**src/rtl/ifetch_unit.sv**
```systemverilog
// ifetch_unit: miniRV fetch stage; owns the PC, issues credit-limited word requests and buffers responses.
// Optional IFU_PERF_CNT_EN adds perf_fetch_o / perf_stall_o counters.
module ifetch_unit #(
    parameter logic [31:0] RESET_PC = 32'h0000_0000,
    parameter int          DEPTH    = 2
) (
    input  logic        clk_i,
    input  logic        rst_n_i,
    output logic        imem_req_o,
    output logic [31:0] imem_addr_o,
    input  logic        imem_gnt_i,
    input  logic        imem_rvalid_i,
    input  logic [31:0] imem_rdata_i,
    input  logic        redirect_i,
    input  logic [31:0] redirect_pc_i,
    output logic        inst_valid_o,
    output logic [31:0] inst_o,
    output logic [31:0] inst_pc_o,
    input  logic        inst_ready_i
`ifdef IFU_PERF_CNT_EN
    ,
    output logic [31:0] perf_fetch_o,
    output logic [31:0] perf_stall_o
`endif
);
    localparam int CW = $clog2(DEPTH) + 1;
    localparam int PW = $clog2(DEPTH);
    localparam logic [CW:0] DEP = (CW+1)'(DEPTH);
    typedef enum logic {BOOT, RUN} state_t;
    state_t state, state_nxt;
    logic [31:0] fetch_pc;
    logic [CW-1:0] count, inflight, discard, wr_pos;
    logic [31:0] q_inst [DEPTH];
    logic [31:0] q_pc [DEPTH];
    logic [31:0] pq [DEPTH];
    logic [PW-1:0] pq_wr, pq_rd;
    logic [CW:0] credit;
    logic grant, rsp, push, pop, unused_bits;
    assign unused_bits  = ^redirect_pc_i[1:0];
    assign credit       = {1'b0, count} + {1'b0, inflight};
    assign imem_addr_o  = fetch_pc;
    assign inst_valid_o = count != '0;
    assign inst_o       = q_inst[0];
    assign inst_pc_o    = q_pc[0];
    assign grant        = imem_req_o & imem_gnt_i;
    assign rsp          = imem_rvalid_i & (inflight != '0);
    assign push         = rsp & (discard == '0) & ~redirect_i;
    assign pop          = inst_valid_o & inst_ready_i & ~redirect_i;
    assign wr_pos       = count - CW'(pop);
    always_ff @(posedge clk_i or negedge rst_n_i) begin
        if (!rst_n_i) state <= BOOT;
        else          state <= state_nxt;
    end
    always_comb begin
        state_nxt  = RUN;
        imem_req_o = (state == RUN) & ~redirect_i & (credit < DEP);
    end
    always_ff @(posedge clk_i or negedge rst_n_i) begin
        if (!rst_n_i) begin
            fetch_pc <= RESET_PC;
            inflight <= '0;
            discard  <= '0;
            count    <= '0;
            pq_wr    <= '0;
            pq_rd    <= '0;
        end else begin
            inflight <= inflight + CW'(grant) - CW'(rsp);
            if (grant) begin
                fetch_pc <= fetch_pc + 32'd4;
                pq_wr    <= pq_wr + 1'b1;
            end
            if (rsp) pq_rd <= pq_rd + 1'b1;
            if (redirect_i) begin
                // every request still outstanding after this cycle belongs to the old stream
                fetch_pc <= {redirect_pc_i[31:2], 2'b00};
                discard  <= inflight - CW'(rsp);
                count    <= '0;
            end else begin
                if (rsp && discard != '0) discard <= discard - 1'b1;
                count <= count + CW'(push) - CW'(pop);
            end
        end
    end
    always_ff @(posedge clk_i) begin
        if (grant) pq[pq_wr] <= fetch_pc;
    end
    // entry 0 is the visible head; it is left untouched when the last word leaves so outputs hold
    always_ff @(posedge clk_i or negedge rst_n_i) begin
        if (!rst_n_i) begin
            for (int i = 0; i < DEPTH; i++) begin
                q_inst[i] <= 32'h0000_0013;
                q_pc[i]   <= '0;
            end
        end else begin
            if (pop && count > CW'(1)) begin
                for (int i = 0; i < DEPTH - 1; i++) begin
                    q_inst[i] <= q_inst[i+1];
                    q_pc[i]   <= q_pc[i+1];
                end
            end
            if (push) begin
                q_inst[wr_pos[PW-1:0]] <= imem_rdata_i;
                q_pc[wr_pos[PW-1:0]]   <= pq[pq_rd];
            end
        end
    end
`ifdef IFU_PERF_CNT_EN
    always_ff @(posedge clk_i or negedge rst_n_i) begin
        if (!rst_n_i) begin
            perf_fetch_o <= '0;
            perf_stall_o <= '0;
        end else begin
            if (pop) perf_fetch_o <= perf_fetch_o + 32'd1;
            if (state == RUN && !imem_req_o && !redirect_i) perf_stall_o <= perf_stall_o + 32'd1;
        end
    end
`endif
endmodule

```
**config.mk**
```make
export PLATFORM = sky130hd
export DESIGN_NAME = ifetch_unit
export DESIGN_NICKNAME = d
export VERILOG_FILES = /design/src/rtl/ifetch_unit.sv
export SDC_FILE = /design/constraint.sdc
export NUM_CORES = 1
export LEC_CHECK = 0
export BUFFER_PORTS_ARGS = -buffer_cell sky130_fd_sc_hd__buf_2
export CAP_MARGIN = 20
export CORE_UTILIZATION = 35
export DETAILED_ROUTE_END_ITERATION = 16
export SLEW_MARGIN = 5
export SYNTH_ARGS = -nofsm -noshare
export SYNTH_HDL_FRONTEND = slang
export SYNTH_SLANG_ARGS = --single-unit
```
**constraint.sdc**
```tcl
create_clock -name clk_i -period 5.2 [get_ports clk_i]
set_input_delay 0.52 -clock clk_i [delete_from_list [all_inputs] [get_ports clk_i]]
set_output_delay 0.52 -clock clk_i [all_outputs]
set_load 0.01 [all_outputs]
```
==> impl_metrics.ini, run 1 <==
[routing]
first_pass_iters = 4
antenna_left = 0
drc = 0
viasPerCell = 5.00
drtIter0Drc = 286
wire_per_inst_um = 16.6
routed_wl_um = 22200
vias = 6673

[finish]
fin_nets = 1009
areaGrowthSynthToFinish_pct = 16.1
final_util_pct = 41.3
n_fill_cell = 2781
drive_gt1_share_pct = 28.4
diodes = 0

[place]
gp_congestion = 0.800
dp_hpwl_um = 14600
portBuffers = 163
dp_slack_ps = 1720

[clock_tree]
cts_sinks = 225
path_clk_slew_ps = 60
cts-root-buf = clkbuf_16
cts_resized = 0
cts_hold_buffers = 0
worst_skew_pair.late_latency_ps = 520
tritoncts = yes
numCtsBuffers = 26
htree_levels = 1
clock_path_buffers = 3
post_cts_buffers = 0

[worst_setup_path]
critPathArrivalTime_ps = 3670
cp-start-kind = flop
path_class = flop to flop
cp.required_ps = 5370
end_kind = flop
crit_fanout = 26

[power]
finalPower_mw = 6.21
power_density_mw_per_mm2 = 523
ir_drop_mv = 0.203
leakagePower_nw = 5.75

[die]
dieArea_mm2 = 0.0299
die_w_um = 173
initial_utilization_pct = 35.6
coreArea_mm2 = 0.0287
pin_count = 168
rows = 62
die_h_um = 173

[yosys]
ys_ff_latch = 225
synth_seq_area_share_pct = 58.1
synth_area_per_cell_um2 = 12.1
netlist.area_leader.share_pct = 38.9
yosysMostFrequentCell = dfrtp_1
synthArstFlopShare_pct = 73.3
synthCells = 841
synth-edff-count = 60
synth_top_flop_cell = dfrtp_1
synth_area_mm2 = 0.0102
synth_top_cell_by_area = dfrtp_1
ys_types = 56
yosys-top-cells-count = dfrtp_1 (159), mux2i_1 (123), nor2_1 (83)
netlist_top_cells_area = dfrtp_1 (39%), edfxtp_1 (18%), mux2i_1 (12%), buf_4 (4.8%), mux2_2 (3.5%)
yosysWarnings = 0

[sta]
drv_slew = 0
max_freq_ghz = 0.286
worst_slack_ps = 1710
worst_pin_slew_ps = 926
setup_viol_count_final = 0
fin_crit_sh_pct = 67.2
rsz0062_at_grt = no
finalHoldViolCount = 0
skew_ps = 11.4
fin_crit_ps = 3490
slew_headroom_pct = 38.3
final.setup.tns_ps = 0

[global_routing]
grt_pass1_vias = 6404
antenna_found_initial = 0
grt_usage_pct = 14.6
grt_max_degree = 93
grt_pass1_wl_um = 35200
overflow = 0

[run]
cap_viol_max_count = 0

[hold_path]
hp-class = primary input to asynchronous set/reset pin

[outcome]
outcome = finished, final reports clean
registers in the layout, indices dropped and copies added (netlist names), 2 cells and up:
| signal | count |
|---|---|
| pq | 60 |
| inst_o | 32 |
| inst_pc_o | 32 |
| q_inst | 32 |
| imem_addr_o | 30 |
| q_pc | 30 |
| count | 2 |
| discard | 2 |
| inflight | 2 |
worst max-delay path, stage by stage (launching register included):
cell and delay [ps]:
dfrtp_1 400, and2_1 180, fa_1 500, or4b_1 670, inv_2 180, nand2_1 420
nor2_2 370, buf_4 400
cell type report:
cell class	instances	area [um^2]	share of cell area [%]
inverter	17	63.8	0.538
sequential	225	5940	50.1
multi-input combinational	488	3530	29.8
tap	384	480	4.05
timing repair buffer	173	910	7.67
clock buffer	36	769	6.49
clock inverter	12	170	1.43
cells by family (layout without fill, tap and decap cells):
logic type	Yosys count	in the layout	share of synthesized area, %
buffers and inverters	129	238	7.57
AOI/OAI and AO/OA	130	130	7.80
other	2	3	0.0735
muxes	155	155	15.6
xor gates and xnor gates	7	7	0.600
and+or+nand+nor	185	185	9.21
adders and majority gates	8	8	1.05
DFF	225	225	58.1
layout by cell type (no fill, tap or decap), types with 9 or more instances in the layout:
| master | instances |
|---|---|
| buf_2 | 162 |
| or4_1 | 12 |
| nand3_1 | 15 |
| edfxtp_1 | 60 |
| nor2_1 | 82 |
| nand2_1 | 20 |
| a31oi_1 | 16 |
| dfrtp_1 | 158 |
| mux2i_1 | 123 |
| inv_1 | 15 |
| nand4_1 | 10 |
| o31ai_1 | 9 |
| clkbuf_16 | 27 |
| a21oi_1 | 66 |
| mux2_2 | 32 |
| buf_4 | 9 |
| o21ai_0 | 12 |
final timing paths:
check	endpoint	startpoint	cells past startpoint	slack, ps
setup / recovery	pq[0][22]	inflight[0]	7	1710
max in group asynchronous	inst_pc_o[24]	rst_n_i	2	4000
setup reg to reg	pq[0][22]	inflight[0]	7	1710
hold / removal	imem_addr_o[3]	rst_n_i	1	50
hold reg to reg	q_inst[27]	q_inst[27]	1	500
min in group clk_i	imem_addr_o[3]	redirect_pc_i[3]	3	200
where the power goes:
| group | switching (mW) | internal, mW | total [mW] |
|---|---|---|---|
| clock | 0.721 | 1.23 | 1.95 |
| combinational | 0.777 | 0.730 | 1.51 |
| sequential | 0.375 | 2.37 | 2.75 |
| total | 1.87 | 4.33 | 6.21 |
layer usage:
layer  routed length [um]  global-route usage, %  up-vias
met3                 1490                   3.06       29
met5                    0                      0        -
met1                10500                   20.7     3263
met4                  318                   3.39        0
met2                 9880                   22.9      205
li1                     -                      -     3176
per-stage QoR:
step | instance area, um^2 | hold WS (ps) | instances
after floorplan | 10200 | 224 | 842
after global placement | 10900 | 488 | 1287
after detailed placement | 10900 | 491 | 1287
after CTS | 11900 | 110 | 1335
after global routing | 11900 | 113 | 1335
final | 11900 | 52.5 | 1335
Note: power is estimated with default switching activity, not from simulation.
==> inputs of run 2 (changes only) <==
ABC_AREA = 1   (was unset)
clock period = 3.2 ns   (was 5.2 ns; I/O delays follow)
==> run 2 against run 1 <==
Net effect: die area increased by 5.8%; critical endpoint is now imem_addr_o[18]; register-to-register slack got worse by 870 ps; non-clock buffer count increased by 12; clock power increased by 40%; largest cell class unchanged; synthesized cell count up 51%; highest routed layer unchanged.
==> impl_metrics.ini, run 2 <==
[power]
leakagePower_nw = 6.04
power_switching_mw = 3.27
seq_power_share_pct = 44.6
comb_power_share_pct = 27.2
power_density_mw_per_mm2 = 781
pwr-share-clk_pct = 28.2
p_int_mw = 6.40
ir_drop_mv = 0.360
swShare_pct = 33.8

[place]
dp_slack_ps = 832
gp_congestion = 0.800
portBuffers = 163
dp_hpwl_um = 16000
dp.cells = 1728

[die]
dieArea_mm2 = 0.0316
rows = 64
coreArea_mm2 = 0.0305
die_w_um = 178
pin_count = 168
initial_utilization_pct = 35.5
die_h_um = 178

[global_routing]
antenna_found_initial = 0
grt_pass1_vias = 7430
grt_max_degree = 91
grt_pass1_wl_um = 39000
overflow = 0
grt_usage_pct = 15.4

[yosys]
synthCells = 1271
synth_top_cell_by_area = dfrtp_1
yosysWarnings = 0
netlist_top_cells_area = dfrtp_1 (37%), edfxtp_1 (17%), nand2_1 (16%), o21ai_0 (4.8%), buf_4 (4.6%)
synth_top_flop_cell = dfrtp_1
yosysMostFrequentCell = nand2_1
synth_area_per_cell_um2 = 8.51
synth_seq_area_share_pct = 54.9
synthArstFlopShare_pct = 73.3
netlist.area_leader.share_pct = 36.8
ys_ff_latch = 225
synth_area_mm2 = 0.0108
yosys-top-cells-count = nand2_1 (459), dfrtp_1 (159), inv_1 (115)
ys_types = 33
synth-edff-count = 60

[routing]
routed_wl_um = 23900
antenna_left = 0
first_pass_iters = 6
viasPerCell = 4.52
wire_per_inst_um = 13.4
drtIter0Drc = 471
drc = 0
vias = 8067

[finish]
areaGrowthSynthToFinish_pct = 14.4
final_common_cell = nand2_1
fin_nets = 1445
largest_reg_flops = 60
final_util_pct = 40.6
regArea_mm2 = 0.00594
multi_input_area_mm2 = 0.00366
regMostFlops = pq
diodes = 0
final_cell_mix = nand2_1 (459), buf_2 (162), dfrtp_1 (159)
drive_gt1_share_pct = 18.7
instances_no_fill = 1783
n_fill_cell = 3050

[clock_tree]
clock_path_buffers = 3
numCtsBuffers = 26
htree_levels = 1
cts_resized = 0
cts_sinks = 225
post_cts_buffers = 0
tritoncts = yes
cts-root-buf = clkbuf_16
path_clk_slew_ps = 60
cts_hold_buffers = 7
worst_skew_pair.late_latency_ps = 530

[worst_setup_path]
crit_end = imem_addr_o[18]
reg2reg_from = inflight[0]
cp.required_ps = 3600
critical_path.startpoint = inflight[0]
rr_endpoint = imem_addr_o[18]
cp-start-kind = flop
crit_fanout = 18
worstRegToRegCells = 9
path_class = flop to flop
end_kind = flop
r2r_setup_slack_ps = 840
critPathArrivalTime_ps = 2770

[sta]
max_freq_ghz = 0.423
final.setup.tns_ps = 0
worst_pin_slew_ps = 710
worst_slack_ps = 836
slew_headroom_pct = 52.6
fin_crit_sh_pct = 73.9
finalHoldViolCount = 0
setup_viol_count_final = 0
rsz0062_at_grt = no
fin_crit_ps = 2360
skew_ps = 8.50
drv_slew = 0

[outcome]
outcome = finished, final reports clean

[run]
cap_viol_max_count = 0

[hold_path]
hp-class = primary input to flop
min_from = redirect_pc_i[2]
run 2: area by class of cell:
class | count | share of cell area (%)
clock buffer | 29 | 5.35
clock inverter | 19 | 0.990
inverter | 120 | 3.68
multi-input combinational | 809 | 29.6
sequential | 225 | 48.0
tap | 396 | 4.00
timing repair buffer | 185 | 8.42
run 2: through the flow:
stage	hold slack, ps	power [mW]	cell area [um^2]
after detailed placement	364	7.03	11500
final	26.4	9.67	12400
after global placement	363	6.96	11500
after floorplan	24.4	6.47	10800
after CTS	1.88	9.82	12400
after global routing	19.9	10.4	12400
run 2: worst min-delay path by stage:
stage,slack (ps),endpoint,cells past startpoint
global placement,360,inst_pc_o[15],1
global route,20,inst_o[0],3
CTS,2,inst_o[0],3
detailed placement,360,q_pc[30],1
finish,30,imem_addr_o[2],3
floorplan,20,count[0],0
run 2: layer usage:
metal	global-route usage (%)	part of all wire, %
met5	0	0
met4	4.02	1.8
met3	2.53	5.6
met2	24.1	44
met1	22.0	49
run 2: kinds of logic (layout without fill, tap and decap cells):
group                    count (synthesis)  in the layout  synth area share (%)
AND/OR/NAND/NOR                        600            600                  22.0
buffers and inverters                  238            353                  11.4
flip-flops                             225            225                  54.9
AO/OA/AOI/OAI                          185            185                  9.67
XOR/XNOR                                13             13                  1.05
adder cells (fa/ha/maj)                  8              8                 0.995
other                                    2              3                0.0694
run 2: power by group through the flow:
| stage | registers (mW) | logic (mW) | clock network (mW) |
|---|---|---|---|
| floorplan | 4.25 | 2.23 | 0 |
| global placement | 4.34 | 2.61 | 0 |
| detailed placement | 4.37 | 2.66 | 0 |
| CTS | 4.32 | 2.68 | 2.82 |
| global route | 4.43 | 3.04 | 2.93 |
| finish | 4.31 | 2.62 | 2.73 |
run 2: worst max-delay path, cell delays in order, from the launching register on:
cell     delay, ps
dfrtp_1        430
nand2_1         90
inv_1           50
fa_1           450
nor2_2         150
nand4_4        180
nand2_2        360
inv_1          310
nand2_1        130
nand3_1         80
